## config.mk

```make
export PLATFORM = sky130hd
export DESIGN_NAME = input_conditioner
export DESIGN_NICKNAME = d
export VERILOG_FILES = /design/src/rtl/input_conditioner_pkg.sv /design/src/rtl/debounce_bit.sv /design/src/rtl/input_conditioner.sv
export SDC_FILE = /design/constraint.sdc
export NUM_CORES = 1
export LEC_CHECK = 0
export BUFFER_PORTS_ARGS = -buffer_cell sky130_fd_sc_hd__buf_2
export CAP_MARGIN = 20
export CORE_ASPECT_RATIO = 0.75
export CORE_MARGIN = 2
export CORE_UTILIZATION = 60
export DETAILED_ROUTE_END_ITERATION = 10
export PLACE_DENSITY = 0.76
export SLEW_MARGIN = 40
export SYNTH_ARGS = -nofsm -noshare
export SYNTH_HDL_FRONTEND = slang
export SYNTH_SLANG_ARGS = --single-unit
```

## constraint.sdc

```tcl
create_clock -name clk -period 5.18 [get_ports clk]
set_clock_uncertainty 0.1 [all_clocks]
set_input_delay 0.518 -clock clk [delete_from_list [all_inputs] [get_ports clk]]
set_output_delay 0.518 -clock clk [all_outputs]
set_load 0.01 [all_outputs]
```

## src/rtl/input_conditioner_pkg.sv

```systemverilog
// rtl/input_conditioner_pkg.sv - board timing constants and debounce helpers shared by the input conditioner
package input_conditioner_pkg;

  // Board-level constants: 12 MHz system clock, 10 ms debounce, 8 slide switches plus one toggle
  localparam int CLK_HZ      = 12000000;
  localparam int DEBOUNCE_MS = 10;
  localparam int SW_WIDTH    = 9;

  // Stable cycles needed before a new switch level is believed
  localparam int STABLE_CYCLES_DEFAULT = CLK_HZ / 1000 * DEBOUNCE_MS;

  // Counter width; the counter only needs to reach STABLE_CYCLES-1
  function automatic int cnt_width(input int stable_cycles);
    return (stable_cycles < 2) ? 1 : $clog2(stable_cycles);
  endfunction

endpackage

```

## src/rtl/debounce_bit.sv

```systemverilog
// rtl/debounce_bit.sv - one switch bit: 2-flop synchroniser, stability counter, clean level and edge pulses
module debounce_bit
  import input_conditioner_pkg::*;
#(
  parameter int STABLE_CYCLES = STABLE_CYCLES_DEFAULT
) (
  input  logic clk,
  input  logic rst_n,
  input  logic raw,
  output logic clean,
  output logic rise,
  output logic fall,
  output logic settle
);

  localparam int             CW      = cnt_width(STABLE_CYCLES);
  localparam logic [CW-1:0]  CNT_MAX = CW'(STABLE_CYCLES - 1);

  logic          s1;
  logic          s2;
  logic [CW-1:0] cnt;

  // High in the cycle whose edge will flip clean; the parent uses it to capture the snapshot on the same edge
  assign settle = (s2 != clean) && (cnt == CNT_MAX);

  // Two-flop synchroniser for the asynchronous switch level
  always_ff @(posedge clk) begin
    if (!rst_n) begin
      s1 <= 1'b0;
      s2 <= 1'b0;
    end else begin
      s1 <= raw;
      s2 <= s1;
    end
  end

  // Stability counter: any sample matching clean restarts the count, so short glitches never land
  always_ff @(posedge clk) begin
    if (!rst_n) begin
      cnt   <= '0;
      clean <= 1'b0;
      rise  <= 1'b0;
      fall  <= 1'b0;
    end else begin
      rise <= settle && s2;
      fall <= settle && !s2;
      if (s2 == clean) begin
        cnt <= '0;
      end else if (cnt != CNT_MAX) begin
        cnt <= cnt + 1'b1;
      end else begin
        clean <= s2;
        cnt   <= '0;
      end
    end
  end

endmodule

```

## src/rtl/input_conditioner.sv

```systemverilog
// rtl/input_conditioner.sv - debounced switch levels, edge pulses and a valid/ready snapshot of each settled change
module input_conditioner
  import input_conditioner_pkg::*;
#(
  parameter int WIDTH         = SW_WIDTH,
  parameter int STABLE_CYCLES = STABLE_CYCLES_DEFAULT
) (
  input  logic             clk,
  input  logic             rst_n,
  input  logic [WIDTH-1:0] raw,
  output logic [WIDTH-1:0] clean,
  output logic [WIDTH-1:0] rise,
  output logic [WIDTH-1:0] fall,
  output logic             changed,
  output logic [WIDTH-1:0] snap_data,
  output logic             snap_valid,
  input  logic             snap_ready,
  output logic             overrun
);

  logic [WIDTH-1:0] settle;
  logic             any_settle;
  logic [WIDTH-1:0] next_clean;
  logic             accept;

  for (genvar i = 0; i < WIDTH; i++) begin : g_bit
    debounce_bit #(
      .STABLE_CYCLES(STABLE_CYCLES)
    ) u_bit (
      .clk   (clk),
      .rst_n (rst_n),
      .raw   (raw[i]),
      .clean (clean[i]),
      .rise  (rise[i]),
      .fall  (fall[i]),
      .settle(settle[i])
    );
  end

  // Settling bits flip, so the level clean will hold after this edge is a simple XOR
  assign any_settle = |settle;
  assign next_clean = clean ^ settle;
  assign accept     = snap_valid && snap_ready;

  // Change pulse and snapshot slot; a fresh change always wins the slot, an unread slot being overwritten flags overrun
  always_ff @(posedge clk) begin
    if (!rst_n) begin
      changed    <= 1'b0;
      snap_data  <= '0;
      snap_valid <= 1'b0;
      overrun    <= 1'b0;
    end else begin
      changed <= any_settle;
      if (any_settle) begin
        snap_data  <= next_clean;
        snap_valid <= 1'b1;
        if (snap_valid && !snap_ready) begin
          overrun <= 1'b1;
        end else if (accept) begin
          overrun <= 1'b0;
        end
      end else if (accept) begin
        snap_valid <= 1'b0;
        overrun    <= 1'b0;
      end
    end
  end

endmodule

```

==> summary.txt <==
Status
  • Status: completed

Clocking
  • TritonCTS Buffers: 20
  • Setup bufs post-CTS: 0
  • Post_cts resized: 0
  • Clock latency on the worst-skew pair: 0.49 ns
  • TritonCTS clock tree: built
  • Clock slew at reported path FFs: 0.07 ns
  • Clk buf depth: 3
  • Root buffer cell: clkbuf_16
  • CTS Sinks: 210
  • CTS Hold Buffers Added: 0
  • H-tree Lvls: 1

Finish
  • NumNets Final: 991
  • Area grow syn2layout: 9.97%
  • Layout cells sized above 1: 9.46%
  • Fin area: roughly 0.0095 mm²
  • Fillers: approximately 1100
  • Reg area: 0.00420 mm²
  • Area taken by multi-input logic gates: about 0.0040 mm²

Power and ir drop
  • Net switching power: 0.615 mW
  • LEAKAGE: 3.33 nW
  • Logic gate share of total power: about 1.0%
  • Sw frac: between 10% and 20%
  • Cell-internal power: 2.55 mW
  • Max VDD drop: 0.217 mV
  • Pwr Density: 335 mW/mm²
  • Seq pwr share: 51.4%
  • Clock network power share: between 40 and 50%

STA
  • Pins Over Slew Limit: 0
  • # setup viols final: 0
  • Final hold vios: 0
  • Worst-Margin Slew: between 0.7 and 0.8 ns
  • Period minus WS final: ~3.0 ns
  • F_max: around 0.33 GHz
  • RSZ-0062 raised after global routing: no
  • TNS Setup: 0 ns
  • Slew margin rel.: 49.6%
  • Final period utilization: 57.8%

Synthesis
  • Ranking of synthesized cells by area: dfxtp_1 49%, xor2_1 8.4%, nor2_1 7.9%
  • Most frequent cell after synthesis: dfxtp_1
  • Post-synthesis cell type count: 45
  • Number of synthesized register bits: 210
  • Seq/Total Area, Yosys: 48.8%
  • Yosys top cell area share: just under 50%
  • Mapped Avg Cell Area: slightly above 9 µm²
  • Syn nets: slightly below 1000
  • Largest area contributor in the netlist: dfxtp_1
  • Synthesized area: 0.00861 mm²
  • Top cells by count, synth: 210 x dfxtp_1, 182 x nor2_1, 83 x xor2_1
  • Mapped Cells: 946
  • Top_reg_cell synth: dfxtp_1
  • Post-synth EDFFs: 0
  • Yosys warning count: 0
  • Synth async-reset ratio: 0%

Global route
  • Total gr overflow: 0
  • Number of global-route vias before repair: 5595
  • First-pass GRT wire length: 26100 µm
  • Initial antenna violation count: 0
  • Largest net degree at the start of global routing: 47
  • Total Routing Usage GR: 20.4%

Detailed routing
  • Via-per-instance ratio: 5.17
  • DR DRC count: 0
  • Vias: 5988
  • DRT iter0 DRCs: 320
  • Antenna viol nets, final: 0
  • Routed wire length: 15300 µm
  • Routed wire length per instance: between 10 and 15 µm
  • First-pass DRT Iterations: 5

Min path
  • Worst min path class: in -> reg

Critical path
  • Reg2Reg Setup Slack: 2.18 ns
  • WP data required: approximately 5.5 ns
  • Crit path DAT: 3.26 ns
  • Crit path max fanout: 11
  • Setup crit end kind: register
  • Kind of critical path: reg -> reg
  • Worst Setup Start Kind: register

Floorplan
  • Row cnt: 37
  • Core Region: 0.0139 mm²
  • Die width: 142 µm
  • I/O pins: 51
  • DIE HEIGHT: roughly 110 µm
  • Initial core utilization: 62.0%
  • Die footprint: 0.0153 mm²

Flow run
  • Max-Cap Viols: 0

Placement
  • Placement-stage cell area: 0.00878 mm²
  • Dpl hpwl: 10200 µm
  • Gp weighted congestion: 0.809
  • Input/output buffers: 50
[worst max-delay path, stage by stage, from the launching register on]
cell	delay [ns]
dfxtp_1	0.34
ha_1	0.24
nand3_1	0.11
or2_0	0.33
nor3_2	0.13
a222oi_1	0.48
nand3_1	0.64
mux2_4	0.50
[registers in the layout, indices dropped and copies added, names as in the netlist, named ones only]
| signal | flops |
|---|---|
| g_bit.u_bit.rise | 9 |
| changed | 1 |
| snap_data | 9 |
| snap_valid | 1 |
| g_bit.u_bit.clean | 9 |
| g_bit.u_bit.cnt | 153 |
| g_bit.u_bit.s2 | 9 |
| g_bit.u_bit.s1 | 9 |
| g_bit.u_bit.fall | 9 |
[final cells by class]
type | count | area share, %
Antenna cell | 1 | 0.0264
Clock buffer | 28 | 6.04
Clock inverter | 7 | 1.19
Inverter | 20 | 0.793
Multi-Input combinational cell | 668 | 42.6
Sequential cell | 210 | 44.4
Tap cell | 175 | 2.31
Timing Repair Buffer | 50 | 2.64
[metal layers]
| metal | part of all wire, % | track usage, % | wire length [µm] | up-vias |
|---|---|---|---|---|
| li1 | - | - | - | 3157 |
| met2 | 42 | 31.7 | 6430 | 97 |
| met5 | 0 | 0 | 0 | - |
| met3 | 4.7 | 4.09 | 722 | 21 |
| met1 | 51 | 29.4 | 7850 | 2713 |
| met4 | 1.8 | 4.95 | 278 | 0 |
[per-stage QoR]
step	std cells	hold WS [ns]	setup WS [ns]	total power [mW]	util [%]
after detailed placement	1123	0.320	2.20	1.70	63.2
after global placement	1123	0.315	2.29	1.70	63.2
final	1159	0.134	2.18	3.17	68.2
after CTS	1158	0.123	2.17	3.20	68.2
after global routing	1158	0.129	1.98	3.28	68.2
after floorplan	946	0.312	2.96	1.69	-
[path summary, 6_finish.rpt]
| kind | start | endpoint | cells after the start |
|---|---|---|---|
| max | g_bit[8].u_bit.cnt[0] | snap_data[8] | 7 |
| min | raw[6] | g_bit[6].u_bit.s1 | 2 |
| max reg2reg | g_bit[8].u_bit.cnt[0] | snap_data[8] | 7 |
| min reg2reg | g_bit[8].u_bit.s1 | g_bit[8].u_bit.s2 | 1 |
[cells in the final DEF, fill, tap and decap left out, types with 9 or more instances in the layout]
| master | instances |
|---|---|
| a21oi_1 | 12 |
| and2_1 | 34 |
| and3_1 | 23 |
| buf_2 | 50 |
| clkbuf_16 | 21 |
| dfxtp_1 | 210 |
| ha_1 | 9 |
| inv_1 | 20 |
| nand2_1 | 66 |
| nand3_1 | 65 |
| nand4_1 | 20 |
| nor2_1 | 182 |
| nor3_1 | 18 |
| nor3b_1 | 15 |
| o21ai_0 | 10 |
| or3_1 | 11 |
| xnor2_1 | 51 |
| xor2_1 | 83 |
[power groups by stage]
stage | clock [mW] | sequential (mW) | combinational (mW)
global placement | 0 | 1.67 | 0.0325
detailed placement | 0 | 1.67 | 0.0327
floorplan | 0 | 1.66 | 0.0230
global route | 1.61 | 1.63 | 0.0372
finish | 1.51 | 1.63 | 0.0327
CTS | 1.54 | 1.63 | 0.0332
[kinds of logic (layout without fill, tap and decap cells)]
group	after synthesis	count (layout)	synth area share (%)
and+or+nand+nor	480	480	27.6
DFF	210	210	48.8
xor gates and xnor gates	134	134	13.6
buffers and inverters	68	105	4.33
AOI/OAI and AO/OA	28	28	1.89
muxes	17	17	2.46
adders and majority gates	9	9	1.31
other	0	1	0
No activity file was read; power rests on OpenSTA's default activity.
